<file path="src/rtl/dig_clock_param.sv">
// Parameterised 24-hour time-of-day clock with 12/24-hour display,
// validated time load and a sticky minute-resolution alarm.
module dig_clock_param #(
    parameter int TICKS_PER_SEC    = 100000000,
    parameter bit ALARM_EN_DEFAULT = 1'b0
) (
    input  logic       clk,
    input  logic       reset,
    input  logic       mode,
    input  logic       load,
    input  logic [4:0] load_h,
    input  logic [5:0] load_m,
    input  logic [5:0] load_s,
    input  logic [4:0] alarm_h,
    input  logic [5:0] alarm_m,
    input  logic       alarm_en,
    input  logic       alarm_ack,
    output logic [5:0] seconds,
    output logic [5:0] minutes,
    output logic [4:0] hours,
    output logic       pm,
    output logic       sec_tick,
    output logic       alarm,
    output logic       load_err
);

    localparam int PW = (TICKS_PER_SEC > 1) ? $clog2(TICKS_PER_SEC) : 1;
    localparam logic [PW-1:0] PRESC_MAX = PW'(TICKS_PER_SEC - 1);

    logic [PW-1:0] presc_q, presc_d;
    logic [4:0]    h_q, h_d;
    logic [5:0]    m_q, m_d;
    logic [5:0]    s_q, s_d;
    logic          sec_tick_q, sec_tick_d;
    logic          alarm_q, alarm_d;
    logic          load_err_q, load_err_d;

    logic tick_now;
    logic load_ok;
    logic advance;
    logic alarm_ok;
    logic alarm_match;
    logic alarm_clear;

    always_comb begin
        presc_d    = presc_q;
        h_d        = h_q;
        m_d        = m_q;
        s_d        = s_q;
        sec_tick_d = 1'b0;
        alarm_d    = alarm_q;
        load_err_d = 1'b0;

        tick_now = (presc_q == PRESC_MAX);
        load_ok  = load && (load_h <= 5'd23) &&
                   (load_m <= 6'd59) && (load_s <= 6'd59);
        // A valid load owns the cycle; the pending second is dropped.
        advance  = tick_now && !load_ok;
        alarm_ok = (alarm_h <= 5'd23) && (alarm_m <= 6'd59);
        // Reserved parameter is referenced but inert.
        alarm_clear = alarm_ack || !alarm_en ||
                      (ALARM_EN_DEFAULT && 1'b0);

        if (load_ok) begin
            h_d     = load_h;
            m_d     = load_m;
            s_d     = load_s;
            presc_d = '0;
        end else begin
            presc_d = tick_now ? '0 : presc_q + PW'(1);
            if (advance) begin
                if (s_q == 6'd59) begin
                    s_d = 6'd0;
                    if (m_q == 6'd59) begin
                        m_d = 6'd0;
                        h_d = (h_q == 5'd23) ? 5'd0 : h_q + 5'd1;
                    end else begin
                        m_d = m_q + 6'd1;
                    end
                end else begin
                    s_d = s_q + 6'd1;
                end
            end
        end

        sec_tick_d  = advance;
        load_err_d  = load && !load_ok;
        alarm_match = advance && alarm_en && alarm_ok &&
                      (h_d == alarm_h) && (m_d == alarm_m) &&
                      (s_d == 6'd0);

        if (alarm_match) begin
            alarm_d = 1'b1;
        end else if (alarm_clear) begin
            alarm_d = 1'b0;
        end
    end

    always_ff @(posedge clk) begin
        if (reset) begin
            presc_q    <= '0;
            h_q        <= 5'd0;
            m_q        <= 6'd0;
            s_q        <= 6'd0;
            sec_tick_q <= 1'b0;
            alarm_q    <= 1'b0;
            load_err_q <= 1'b0;
        end else begin
            presc_q    <= presc_d;
            h_q        <= h_d;
            m_q        <= m_d;
            s_q        <= s_d;
            sec_tick_q <= sec_tick_d;
            alarm_q    <= alarm_d;
            load_err_q <= load_err_d;
        end
    end

    always_comb begin
        hours = h_q;
        if (mode) begin
            if (h_q == 5'd0) begin
                hours = 5'd12;
            end else if (h_q > 5'd12) begin
                hours = h_q - 5'd12;
            end
        end
    end

    assign pm       = (h_q >= 5'd12);
    assign seconds  = s_q;
    assign minutes  = m_q;
    assign sec_tick = sec_tick_q;
    assign alarm    = alarm_q;
    assign load_err = load_err_q;

endmodule

</file>
<file path="config.mk">
export PLATFORM = sky130hd
export DESIGN_NAME = dig_clock_param
export DESIGN_NICKNAME = d
export VERILOG_FILES = /design/src/rtl/dig_clock_param.sv
export SDC_FILE = /design/constraint.sdc
export NUM_CORES = 1
export LEC_CHECK = 0
export CORE_UTILIZATION = 45
export CTS_CLUSTER_SIZE = 25
export DETAILED_ROUTE_END_ITERATION = 10
export PLACE_DENSITY = 0.79
export SYNTH_ARGS = -nofsm -noshare
export SYNTH_HDL_FRONTEND = slang
export SYNTH_SLANG_ARGS = --single-unit
</file>
<file path="constraint.sdc">
create_clock -name clk -period 4.7 [get_ports clk]
set_clock_uncertainty 0.05 [all_clocks]
set_input_delay 0.47 -clock clk [delete_from_list [all_inputs] [get_ports clk]]
set_output_delay 0.47 -clock clk [all_outputs]
set_load 0.03 [all_outputs]
</file>
# [Yosys cells after proc, flatten, opt, wreduce, memory -nomap -nowiden]
# Cells that the tools add are included.
[totals] register_bits=47 latchBits=0 mem_bits_rw=0 romBits=0 input_bits=34 out_inout_bits=21 wordCells=60 n_memories=0
[classes] n_addsub=5 multipliers=0 n_div=0 order_cmp=7 eq_ne=6 n_shift=0 mux=17 n_bitwise=0 reduce_logical=18
[ops] cell="two-way mux 6 bit" n=7
[ops] cell="two-way mux 5 bit" n=8
[ops] cell="adder 27 x 1 -> 27 bit (second input constant)" n=1
[ops] cell="== test 27 bit (second input constant)" n=1
[ops] cell="<= comparator 6 bit (second input constant)" n=3
[ops] cell="adder 6 x 1 -> 6 bit (second input constant)" n=2
[ops] cell="== test 6 bit (second input constant)" n=2
[ops] cell="logical AND 1 bit" n=11
[ops] cell="<= comparator 5 bit (second input constant)" n=2
[ops] cell="== test 6 bit" n=1
[ops] cell="zero test 6 bit" n=1
[ops] cell="adder 5 x 1 -> 5 bit (second input constant)" n=1
[ops] cell="== test 5 bit" n=1
[ops] cell="== test 5 bit (second input constant)" n=1
[ops] cell="greater-or-equal comparator 5 x 4 -> 1 bit (second input constant)" n=1
[ops] cell="> comparator 5 x 4 -> 1 bit (second input constant)" n=1
[ops] cell="zero test 5 bit" n=1
[ops] cell="subtractor 5 x 4 -> 5 bit (second input constant)" n=1
[ops] cell="OR reduction 3 bit" n=1
[ops] cell="zero test 1 bit" n=2
[ops] cell="two-way mux 1 bit" n=2
[ops] cell="nonzero test 2 bit" n=1
[ops] cell="logical OR 1 bit" n=1

# [Longest topological paths before layout]
[depth] ltp_word=13 ltp_mapped=11 depth_no_buf=10

# [Worst setup path before layout]
# OpenSTA, ideal clock, no wires.
[synth_timing] path_kind="register to register" startpoint="reg s_q[0] (netlist: seconds[0])" endpoint="reg alarm_q (netlist: alarm)" setup_time_ns=0.069 arrival_time_ns=2.528 setup_slack_ns=2.053 path_stages_with_launch=10 path_buffers=0 period_less_slack_ns=2.647 path_cell_list="dfxtp_1 ha_1 and4b_1 nand2_1 nor4_4 mux2i_1 xnor2_1 a2111oi_0 a31oi_1 o21ai_1"
[synth_via] elab_chain_len=9 word_cells_on_any_way=19
[synth_lines] element="from (decl)" line_no="33" rtl="logic [5:0] s_q, s_d;"
[synth_lines] element="from (signal assigned)" line_no="104" rtl="s_q <= 6'd0;"
[synth_lines] element="from (signal assigned)" line_no="112" rtl="s_q <= s_d;"
[synth_lines] element="branches (longest 7 deep; another with adder 6 x 1 -> 6 bit)"
[synth_lines] element="logical AND 1 bit *" line_no="89" rtl="(h_d == alarm_h) && (m_d == alarm_m) &&"
[synth_lines] element="two-way mux 1 bit or nonzero test 2 bit (tied branches)"
[synth_lines] element="to (signal assigned)" line_no="114" rtl="alarm_q <= alarm_d;"
[synth_lines] element="to (decl)" line_no="35" rtl="logic alarm_q, alarm_d;"
# Mark *: on every way between the ends.
# A chain may end at the register's enable or synchronous reset.

# [Worst setup path after layout]
[layout_timing] startpoint="reg s_q[1] (netlist: seconds[1])" endpoint="reg alarm_q (netlist: alarm)"
# Same word-level chain as after synthesis.

==> Implementation_results.wiki <==
{| class="wikitable"
! Metric !! Value
|-
| DRC violation count after routing || 8
|-
| Final number of hold-violating endpoints || 0
|-
| Global router's overall resource usage || 0.231
|-
| Core outline area || ~6400 um^2
|-
| Design Power || approximately 0.9 mW
|-
| Buffer levels on the longest clock path || 2
|-
| HP Class || reg -> reg
|-
| Yosys warning total || 0
|-
| Filler Cell Count || 591
|-
| Area share of the largest cell type after synthesis || 0.310
|-
| Routed wire length on met3 || 592 um
|-
| Root buffer selected by CTS || clkbuf_8
|-
| Register Area || approximately 940 um^2
|-
| Static leakage || between 1 and 1.5 nW
|-
| Number of maximum-capacitance constraint violations || 0
|-
| Critical path class || reg -> reg
|-
| Register bit total from synthesis || 47
|-
| Setup crit end kind || flip-flop
|-
| Area of the mapped netlist || between 3000 and 4000 um^2
|-
| Worst hold slack after final layout || a little over 0.4 ns
|-
| Total count of max-transition violations in the final report || 0
|-
| Power per unit of standard cell area || 238 nW/um^2
|-
| Setup repair after global routing missed its margin || false
|-
| Number of instances in the synthesized netlist || 384
|-
| Pre-antenna DRT Iters || 8
|-
| Number of buffers created by CTS || 5
|-
| Setup violation total in the final timing report || 0
|-
| ANT nets after route || 0
|-
| Cell Area, Placed || around 3600 um^2
|-
| Die outline area || approximately 7000 um^2
|-
| Top sig layer || met4
|-
| CP Data Required Time || 4.89 ns
|-
| Data arrival time at the worst-slack endpoint || approximately 3.3 ns
|-
| Slew margin rel. || 0.439
|-
| Vias in the first global route || approximately 2.8k
|-
| Peak clock frequency supported by timing || 321 MHz
|-
| Count of input and output buffers || between 50 and 60
|-
| Number of sinks handled by clock tree synthesis || 47
|-
| Routed WL per cell || ~16 um
|-
| Clock edge transition at the registers on the reported setup and hold paths || 0.08 ns
|-
| Finished layout cell area || 3710 um^2
|-
| Count of unique library cells instantiated by Yosys || 62
|-
| H-Tree Level Count || 2
|-
| Fraction of registers with async set or reset after synthesis || 0
|-
| Ports placed on the boundary || 55
|-
| Mean instance size in the synthesized netlist || 7.90 um^2
|-
| Multi-input gate area in the final layout || ~2000 um^2
|-
| Placer congestion estimate || 0.975
|-
| First-pass GRT wire length || between 10000 and 15000 um
|-
| Die extent in x || 84.1 um
|-
| Reg-to-Reg Start || seconds[1]$_SDFF_PP0_
|-
| Site Rows || 29
|-
| Sum Neg Setup Slack || 0 ns
|-
| CP Launch Point || seconds[1]$_SDFF_PP0_
|-
| CTS Hold Bufs || 0
|-
| Number of cells upsized or downsized after cts || 0
|-
| Total number of vias || 3081
|-
| Die H || approximately 84 um
|-
| Slew at the pin with the worst max-slew slack || approximately 0.84 ns
|-
| Dominant cell type by area after synthesis || dfxtp_1
|-
| Number of placed cells counting well taps || between 500 and 600
|-
| Setup crit start kind || flip-flop
|-
| Minimum clock period after layout || just over 3 ns
|-
| Number of antenna violations at the first check in global routing || 0
|-
| Placed wire-length estimate || 6020 um
|-
| Met1 wire length || between 3000 and 4000 um
|-
| Fin util || 0.578
|-
| Final period util || 0.663
|-
| Layout overhead on the synthesized area || 22.3%
|-
| Synthesized netlist net count || 426
|-
| Number of antenna repair diodes || 0
|-
| Setup slack of the critical path after layout || 1.58 ns
|-
| Status || complete, but fails checks
|-
| Top_reg_cell synth || dfxtp_1
|-
| Leading cell types by total area after synthesis || dfxtp_1 (31%), nor2_1 (7.9%), xnor2_1 (4.3%), xor2_1 (4.3%), nand3_1 (4.3%)
|-
| Number of DRC markers in iteration 0 || between 300 and 400
|-
| Filler-free cell count of the finished design || approximately 510
|-
| Maximum number of pins on one net before global-route repair || 27
|-
| Setup slack at placement || roughly 1.6 ns
|-
| Final wirelength || 8000 um
|-
| Violations in the final reports || design-rule violations
|-
| Routed via count divided by cell count || 6.05
|-
| Metal2 WL || between 3000 and 4000 um
|-
| Seq/Total Area, Yosys || 0.310
|-
| EDFF count, synth || 0
|-
| Overflow left after global routing || 0
|-
| CP max FO || 11
|-
| Starting utilization of the core area || 0.472
|-
| IR Drop Worst-Case VDD || between 0.15 and 0.2 mV
|-
| Setup Fix Bufs, Post-CTS || 0
|-
| Fraction of final layout cells with drive strength greater than 1 || 0.0556
|-
| Insertion delay of the later-clocked pin in the worst-skew pair || just over 0.3 ns
|-
| Nets@finish || between 400 and 500
|-
| Origin of the worst min-delay path || presc_q[0]$_SDFF_PP0_
|-
| CTS tree || built
|}
==> sequential cells by signal (all words and copies together), names as in the netlist <==
| register | cells |
|---|---|
| presc_q | 27 |
| minutes | 6 |
| seconds | 6 |
| h_q | 5 |
| alarm | 1 |
| load_err | 1 |
| sec_tick | 1 |
==> layout by cell type (no fill, tap or decap), drive strengths merged, types with 3 or more instances in the layout <==
cell type / instances
nor2b: 4
nand2: 29
a2111oi: 5
nor3: 14
or3: 5
clkdlybuf4s50: 54
nand4: 16
xor2: 15
dfxtp: 47
nand3: 27
and4: 3
nor2: 64
a311oi: 5
and3: 16
inv: 10
a21oi: 14
xnor2: 15
ha: 8
and2: 5
o21ai: 12
clkbuf: 5
nor4: 8
a211oi: 8
==> Yosys cell counts (all sizes together) (3+ instances only) <==
cell and count:
a2111oi 5, a211oi 8, a21oi 14, a311oi 5
and2 5, and3 16, and4 3, buf 3
clkbuf 12, dfxtp 47, ha 8, inv 9
nand2 29, nand3 27, nand4 16, nor2 64
nor2b 4, nor3 14, nor4 8, o21ai 12
or3 5, xnor2 15, xor2 15
==> worst paths after layout <==
check	end	slack, ns	cells past startpoint
max	alarm$_SDFFE_PP0P_	1.58	9
min	presc_q[0]$_SDFF_PP0_	0.41	1
max reg2reg	alarm$_SDFFE_PP0P_	1.58	9
min reg2reg	presc_q[0]$_SDFF_PP0_	0.41	1
==> power breakdown <==
| group | switching (mW) | leakage [nW] | total (mW) | internal [mW] |
|---|---|---|---|---|
| Sequential | 0.0218 | 0.383 | 0.433 | 0.411 |
| Combinational | 0.107 | 0.898 | 0.196 | 0.0890 |
| Clock | 0.146 | 0.0485 | 0.253 | 0.107 |
==> cell families after synthesis <==
family          Yosys count  share of synthesized area
compound gates           69                      0.169
xor+xnor                 30                     0.0866
fa+ha+maj                 8                     0.0330
buf+inv                  24                     0.0309
flops                    47                      0.310
mux                       1                    0.00330
simple gates            205                      0.367
==> cell type report <==
type | instances | area share
multi-input cells | 313 | 0.539
flip-flops and latches | 47 | 0.254
repair buffers | 55 | 0.148
well taps | 77 | 0.0260
clock buffers | 5 | 0.0185
inverters | 9 | 0.00911
clock inverters | 3 | 0.00607
==> layer usage <==
| metal | global-route usage | vias up |
|---|---|---|
| met5 | 0 | - |
| met4 | 0.0705 | 0 |
| met3 | 0.0366 | 9 |
| met2 | 0.363 | 137 |
| met1 | 0.325 | 1426 |
| li1 | - | 1509 |
==> worst max-delay path: stages (launching register included) <==
cell       delay [ns]
dfxtp_1          0.44
ha_1             0.23
and4b_1          0.26
and2_1           0.42
nand4_1          0.48
a311oi_1         0.42
a211oi_1         0.13
a2111oi_4        0.36
nand4_1          0.13
o21ai_1          0.13
Note: power is estimated with default switching activity, not from simulation.
